$ cat src/rtl/rs232_rx_sampler.sv
// RS-232 receive front end on the 4x baud clock: synchronizes rx, votes each
// bit from three mid-bit samples and reports good frames and framing errors.
//
// state     | meaning
// ----------+-----------------------------------------------------------
// IDLE      | line idle, waiting for rx_s low (that cycle is phase 0)
// START     | validating start bit, false start returns to IDLE
// DATA      | voting data bits LSB first into the shift register
// STOP      | voting stop bit, good frame or framing error
// WAIT_IDLE | after a framing error, waiting for the line to go high
module rs232_rx_sampler #(
    parameter int DATA_BITS = 8,
    parameter int ERR_CNT_W = 8
) (
    input  logic                 clock_00_0384,
    input  logic                 reset_c,
    input  logic                 rx,
    output logic [DATA_BITS-1:0] rx_byte,
    output logic                 rx_valid,
    output logic                 framing_error,
    output logic [ERR_CNT_W-1:0] error_count,
    output logic                 busy
);

    localparam int BIT_W = (DATA_BITS > 1) ? $clog2(DATA_BITS) : 1;
    localparam logic [BIT_W-1:0] LAST_BIT = BIT_W'(DATA_BITS - 1);

    localparam logic [2:0] ST_IDLE      = 3'd0;
    localparam logic [2:0] ST_START     = 3'd1;
    localparam logic [2:0] ST_DATA      = 3'd2;
    localparam logic [2:0] ST_STOP      = 3'd3;
    localparam logic [2:0] ST_WAIT_IDLE = 3'd4;

    logic                 sync_1;
    logic                 rx_s;
    logic [2:0]           state;
    logic [2:0]           state_next;
    logic [1:0]           ph;
    logic [BIT_W-1:0]     bit_cnt;
    logic                 sample_1;
    logic                 sample_2;
    logic                 vote;
    logic                 bit_end;
    logic                 in_frame;
    logic                 frame_good;
    logic                 frame_bad;
    logic [DATA_BITS-1:0] shift_reg;
    logic [1:0]           valid_cnt;

    // Both stages reset high so leaving reset never looks like a start bit.
    always_ff @(posedge clock_00_0384 or posedge reset_c) begin
        if (reset_c) begin
            sync_1 <= 1'b1;
            rx_s   <= 1'b1;
        end else begin
            sync_1 <= rx;
            rx_s   <= sync_1;
        end
    end

    assign bit_end    = (ph == 2'd3);
    assign vote       = (sample_1 & sample_2) | (sample_1 & rx_s) | (sample_2 & rx_s);
    assign in_frame   = (state == ST_START) || (state == ST_DATA) || (state == ST_STOP);
    assign frame_good = (state == ST_STOP) && bit_end && vote;
    assign frame_bad  = (state == ST_STOP) && bit_end && !vote;

    always_comb begin
        state_next = state;
        case (state)
            ST_IDLE: begin
                if (!rx_s) state_next = ST_START;
            end
            ST_START: begin
                if (bit_end) state_next = vote ? ST_IDLE : ST_DATA;
            end
            ST_DATA: begin
                if (bit_end && (bit_cnt == LAST_BIT)) state_next = ST_STOP;
            end
            ST_STOP: begin
                if (bit_end) state_next = vote ? ST_IDLE : ST_WAIT_IDLE;
            end
            ST_WAIT_IDLE: begin
                if (rx_s) state_next = ST_IDLE;
            end
            default: state_next = ST_IDLE;
        endcase
    end

    // busy covers the cycle after the stop vote, when state is already IDLE.
    always_ff @(posedge clock_00_0384 or posedge reset_c) begin
        if (reset_c) begin
            state <= ST_IDLE;
            busy  <= 1'b0;
        end else begin
            state <= state_next;
            busy  <= (state != ST_IDLE) || (state_next != ST_IDLE);
        end
    end

    always_ff @(posedge clock_00_0384 or posedge reset_c) begin
        if (reset_c) begin
            ph <= 2'd0;
        end else if (state == ST_IDLE) begin
            ph <= rx_s ? 2'd0 : 2'd1;
        end else if (state == ST_WAIT_IDLE) begin
            ph <= 2'd0;
        end else begin
            ph <= ph + 2'd1;
        end
    end

    always_ff @(posedge clock_00_0384 or posedge reset_c) begin
        if (reset_c) begin
            sample_1 <= 1'b1;
            sample_2 <= 1'b1;
        end else if (in_frame) begin
            if (ph == 2'd1) sample_1 <= rx_s;
            if (ph == 2'd2) sample_2 <= rx_s;
        end
    end

    always_ff @(posedge clock_00_0384 or posedge reset_c) begin
        if (reset_c) begin
            bit_cnt   <= '0;
            shift_reg <= '0;
        end else if (bit_end) begin
            if (state == ST_START) begin
                bit_cnt <= '0;
            end else if (state == ST_DATA) begin
                shift_reg[bit_cnt] <= vote;
                bit_cnt            <= bit_cnt + BIT_W'(1);
            end
        end
    end

    always_ff @(posedge clock_00_0384 or posedge reset_c) begin
        if (reset_c) begin
            rx_byte       <= '0;
            framing_error <= 1'b0;
            error_count   <= '0;
        end else begin
            framing_error <= frame_bad;
            if (frame_good) rx_byte <= shift_reg;
            if (frame_bad && (error_count != {ERR_CNT_W{1'b1}})) begin
                error_count <= error_count + ERR_CNT_W'(1);
            end
        end
    end

    // Valid window runs on its own so it may overlap the next frame's start.
    always_ff @(posedge clock_00_0384 or posedge reset_c) begin
        if (reset_c) begin
            rx_valid  <= 1'b0;
            valid_cnt <= 2'd0;
        end else if (frame_good) begin
            rx_valid  <= 1'b1;
            valid_cnt <= 2'd3;
        end else if (rx_valid) begin
            if (valid_cnt == 2'd0) begin
                rx_valid <= 1'b0;
            end else begin
                valid_cnt <= valid_cnt - 2'd1;
            end
        end
    end

endmodule
$ cat config.mk
export PLATFORM = sky130hd
export DESIGN_NAME = rs232_rx_sampler
export DESIGN_NICKNAME = d
export VERILOG_FILES = /design/src/rtl/rs232_rx_sampler.sv
export SDC_FILE = /design/constraint.sdc
export NUM_CORES = 1
export LEC_CHECK = 0
export CAP_MARGIN = 0
export CORE_MARGIN = 2
export CORE_UTILIZATION = 45
export CTS_CLUSTER_DIAMETER = 60
export DETAILED_ROUTE_END_ITERATION = 7
export HOLD_SLACK_MARGIN = 0.1
export PLACE_DENSITY = 0.66
export SETUP_SLACK_MARGIN = 0.5
export SLEW_MARGIN = 5
export SYNTH_ARGS = -nofsm -noshare
export SYNTH_HDL_FRONTEND = slang
export SYNTH_SLANG_ARGS = --single-unit
$ cat constraint.sdc
create_clock -name clock_00_0384 -period 1.97 [get_ports clock_00_0384]
set_input_delay 0.197 -clock clock_00_0384 [delete_from_list [all_inputs] [get_ports clock_00_0384]]
set_output_delay 0.197 -clock clock_00_0384 [all_outputs]
set_load 0.01 [all_outputs]
; Word-level counts from Yosys, hierarchy flattened
; Index checks and enable logic that the tools add are counted.
[totals]
regBits = 41
inputBits = 3
word_cells = 79
output_inout_bits = 19
[classes]
n_eq_ne = 10
reduce_logical = 21
bitwise = 6
order_cmp = 2
muxes = 22
add_sub_neg = 4
[ops]
columns = operator, n
row1 = $mux 3, 8
row2 = $pmux 3 s5, 1
row3 = $mux 2, 6
row4 = $add 8x1->8 const B, 1
row5 = $bwmux 8, 1
row6 = $ne 8x8->1 const B, 1
row7 = $reduce_and 2->1, 4
row8 = $eq 3x2->1 const B, 2
row9 = $eq 3x3->1 const B, 2
row10 = $logic_and 1x1->1, 6
row11 = $reduce_bool 3->1, 2
row12 = $mux 1, 5
row13 = $eq 2x2->1 const B, 2
row14 = $lt 3x4->1 const B, 1
row15 = $reduce_bool 2->1, 2
row16 = $add 3x1->3 const B, 1
row17 = $and 1x1->1, 3
row18 = $demux 1 s3, 1
row19 = $eq 3x1->1 const B, 1
row20 = $ge 3x1->1 const B, 1
row21 = $logic_not 3->1, 1
row22 = $logic_or 1x1->1, 3
row23 = $reduce_and 3->1, 1
row24 = $add 2x1->2 const B, 1
row25 = other kinds (7), 8

; Logic depth before layout (Yosys ltp)
[logic_depth]
ltp_word = 8
ltp_mapped = 6
ltp_nobuf = 6

; Worst setup path after synthesis
; Ideal clock, no wire load.
[synth_timing]
path_type = register to register
from = register ph[0]
to = register shift_reg[4]
arrival_ns = 1.649
setup_ns = 0.125
path_buffers = 0
t_required_ns = 1.845
stages_incl_launch_ff = 6
setup_slack_ns = 0.196
synth_period_minus_slack_ns = 1.774
path_cell_list = dfrtp_1 ha_1 nand2_2 or4_4 nor3b_2 mux2_2
[synth_between]
elab_chain_cells = 2
[synth_rtl]
columns = element, line_no
row1 = "start, declared", 38  ; logic [1:0] ph;
row2 = "start signal, assigned", 104  ; ph <= rx_s ? 2'd0 : 2'd1;
row3 = "start signal, assigned", 108  ; ph <= ph + 2'd1;
row4 = $eq 2x2->1, 61  ; assign bit_end = (ph == 2'd3);
row5 = $reduce_and 3->1 (no line), n/a
row6 = "end signal, assigned by index", 130  ; shift_reg[bit_cnt] <= vote;
row7 = "end, declared", 47  ; logic [DATA_BITS-1:0] shift_reg;
; No other way between the ends.
; A chain may end at the register's enable or synchronous reset.

; Worst setup path after layout
[layout_timing]
from = register ph[1]
to = register shift_reg[2]
; The elaborated chain is that of the path after synthesis.

==> results.yml <==
floorplanning:
  die-area_mm2: 0.00470
  row_count: 23
  die_y_um: 68.5
  core_mm2: 0.00400
  die_w_um: 68.5
  io_pins: 22
  initial_core_util_pct: 46.9
sta:
  min_period_ns: 1.70
  maxSlewViolCount: 0
  setup_viol: 0
  hold_viol: 0
  fin_skew_ns: 0.00946
  worst_pin_slew_ns: 0.513
  rsz0062_at_grt: "yes"
  relSlewSlack_pct: 65.8
  max_freq_ghz: 0.588
  final.setup.tns_ns: 0
  post-route-period-util_pct: 86.3
  setup_slack_ns: 0.270
layout:
  postLayoutCoreUtil_pct: 64.5
  final_cells: 255
  fillerInstances: 314
  area_growth_pct: 37.7
  drive_gt1_share_pct: 40.0
  final_nets: 214
  diodes: 0
global_route:
  globalRouteMet1Util_pct: 22.8
  grt_max_degree: 42
  grt.met2_usage_pct: 29.3
  grt_overflow: 0
  antenna_found_initial: 0
  grt_usage_pct: 18.5
  grt_pass1_wl_um: 6220
  grt_pass1_vias: 1341
  top_usage_layer: "met2"
  met3_usage_pct: 6.17
clocking:
  cts_made_buffers: 5
  root_buffer: "clkbuf_8"
  htreeDepth: 2
  cts_tree: "done"
  clk_pin_slew_ns: 0.07
  clk_path_buf_depth: 2
  worstSkewPairLatency_ns: 0.29
  cts_hold_buffers: 0
  cts.sinks: 41
placement:
  io_buffers: 21
  place_inst: 221
  gp_congestion: 0.748
  place_hpwl_um: 2190
  dp_slack_ns: 0.184
yosys:
  syn_nets: 165
  ys_types: 36
  synth_area_mm2: 0.00187
  yosysWarnings: 0
  synth_top_family_by_area: "simple AND/OR/NAND/NOR gates"
  synth-simple-area-share_pct: 15.4
  syn_avg_cell_area_um2: 12.1
  netlist_instances: 155
  ys_ff_latch: 41
  synth-xor-area-share_pct: 3.27
  muxShareOfSynthArea_pct: 12.6
  synthAdderAreaFrac_pct: 5.27
  synth_compound_area_share_pct: 4.67
  seq_area_frac_synth_pct: 55.0
critical_path:
  endpoint_kind: "flop"
  cp-start-kind: "flop"
  cp.required_ns: 2.15
  r2r_cells: 5
  path_class: "reg -> reg"
  reg2reg_slack_ns: 0.27
  critPathMaxFanout: 4
  timing.rr.start: "ph[1]"
  timing.rr.end: "shift_reg[2]"
  crit_arrival_ns: 1.88
power:
  intPower_mw: 1.93
  ir_drop_uv: 632
  clockPowerShare_pct: 19.0
  seq_power_share_pct: 44.0
  power_density_mw_per_mm2: 1140
  combPwrFrac_pct: 37.0
  p_switching_mw: 1.01
  swShare_pct: 34.4
  power_mw: 2.94
  p_leak_nw: 1.25
hold_path:
  holdPathEnd: "sync_1"
  hold_path_class: "in -> reg"
  whs_path_depth: 1
  hp-start: "rx"
drt:
  firstDrtPassIters: 4
  postRouteAntennaNets: 0
  drc_errors: 0
  totalWireLength_um: 3730
  vias: 1308
  vias_per_cell: 5.13
  wire_per_inst_um: 14.6
  drtIter0Drc: 52
flow_run:
  cap_violations: 0
status:
  status: "finished, final reports clean"
==> how the worst max path moves through the flow <==
| stage | start | endpoint | cells past startpoint |
|---|---|---|---|
| floorplan | ph[0] | shift_reg[4] | 5 |
| global placement | ph[0] | shift_reg[4] | 5 |
| detailed placement | ph[0] | shift_reg[4] | 5 |
| CTS | ph[1] | shift_reg[4] | 5 |
| global route | ph[1] | shift_reg[2] | 5 |
| finish | ph[1] | shift_reg[2] | 5 |
==> per-stage QoR <==
| stage | cell area (µm²) | hold WS, ns |
|---|---|---|
| global placement | 2190 | 0.350 |
| CTS | 2440 | 0.297 |
| finish | 2580 | 0.309 |
| global route | 2580 | 0.292 |
| detailed placement | 2190 | 0.351 |
| floorplan | 1940 | 0.201 |
==> power groups by stage <==
stage / combinational [mW] / sequential (mW) / clock [mW]
2_1_floorplan: 0.662 / 1.22 / 0
3_3_place_gp: 0.739 / 1.31 / 0
3_5_place_dp: 0.785 / 1.32 / 0
4_1_cts: 0.957 / 1.29 / 0.581
5_1_grt: 1.22 / 1.33 / 0.623
6_report: 1.09 / 1.30 / 0.560
==> routing by layer <==
| layer | up-vias | wire length, µm |
|---|---|---|
| li1 | 627 | - |
| met1 | 651 | 1570 |
| met2 | 26 | 2010 |
| met3 | 4 | 120 |
| met4 | 0 | 30 |
| met5 | - | 0 |
==> kinds of logic (layout without fill, tap and decap cells) <==
| kind of cell | Yosys count | in the layout |
|---|---|---|
| AOI/OAI and AO/OA | 13 | 13 |
| xor gates and xnor gates | 7 | 7 |
| adders and majority gates | 8 | 8 |
| buffers and inverters | 16 | 65 |
| DFF | 41 | 41 |
| muxes | 21 | 21 |
| and+or+nand+nor | 49 | 50 |
==> critical path: stages, from the launching register on <==
cell	delay, ns
dfrtp_1	0.39
ha_4	0.16
nand2_2	0.05
or4_4	0.46
nor3b_2	0.22
mux2_4	0.31
==> what timing repair did <==
action	4_1_cts	5_1_grt
gates resized for setup	13	20
gates cloned	1	0
endpoints found under the setup margin	31	35
pin swaps	14	10
setup buffers	18	7
==> synth_stat cells (all sizes together) <==
cell type   n  area share, %
a21oi       3           0.80
ha          7            4.7
nand4b      1           0.47
inv         9            1.8
and4        1           0.47
mux2       20             12
nor4b       1           0.80
clkbuf      3           0.60
xnor2       6            2.8
nand4       3            1.0
nand3       3           0.80
nor3b       3            1.7
nor3        2           0.80
a22oi       2           0.80
dfstp       4            5.6
nand3b      3            1.2
o211ai      1           0.40
dfrtp      37             49
nor2        8            1.6
a211oi      1            1.1
buf         4            1.5
and3        4            1.3
nand2      15            3.1
or3         1           0.33
o21ai       6            1.6
maj3        1           0.60
xor2        1           0.47
or4         2            1.0
mux2i       1           0.53
nand2b      2           0.67
==> final cells by class <==
| cell class | count | area, µm² | share of cell area [%] |
|---|---|---|---|
| clock buffers | 8 | 90.1 | 3.49 |
| repair buffers | 48 | 435 | 16.9 |
| well taps | 50 | 62.6 | 2.42 |
| flip-flops and latches | 41 | 1040 | 40.2 |
| multi-input cells | 99 | 915 | 35.4 |
| inverters | 9 | 41.3 | 1.60 |
==> layout by cell type (no fill, tap or decap), types with 4 or more instances in the layout <==
| cell | count |
|---|---|
| dfrtp_1 | 32 |
| dfrtp_2 | 5 |
| clkbuf_8 | 6 |
| buf_6 | 5 |
| mux2_2 | 12 |
| mux2_4 | 8 |
| o21ai_0 | 6 |
| nor2_1 | 7 |
| nand2_1 | 12 |
| inv_1 | 8 |
| buf_4 | 22 |
| clkdlybuf4s50_1 | 15 |
| ha_1 | 5 |
| dfstp_2 | 4 |
| xnor2_1 | 5 |
(Power assumes the default switching activity.)
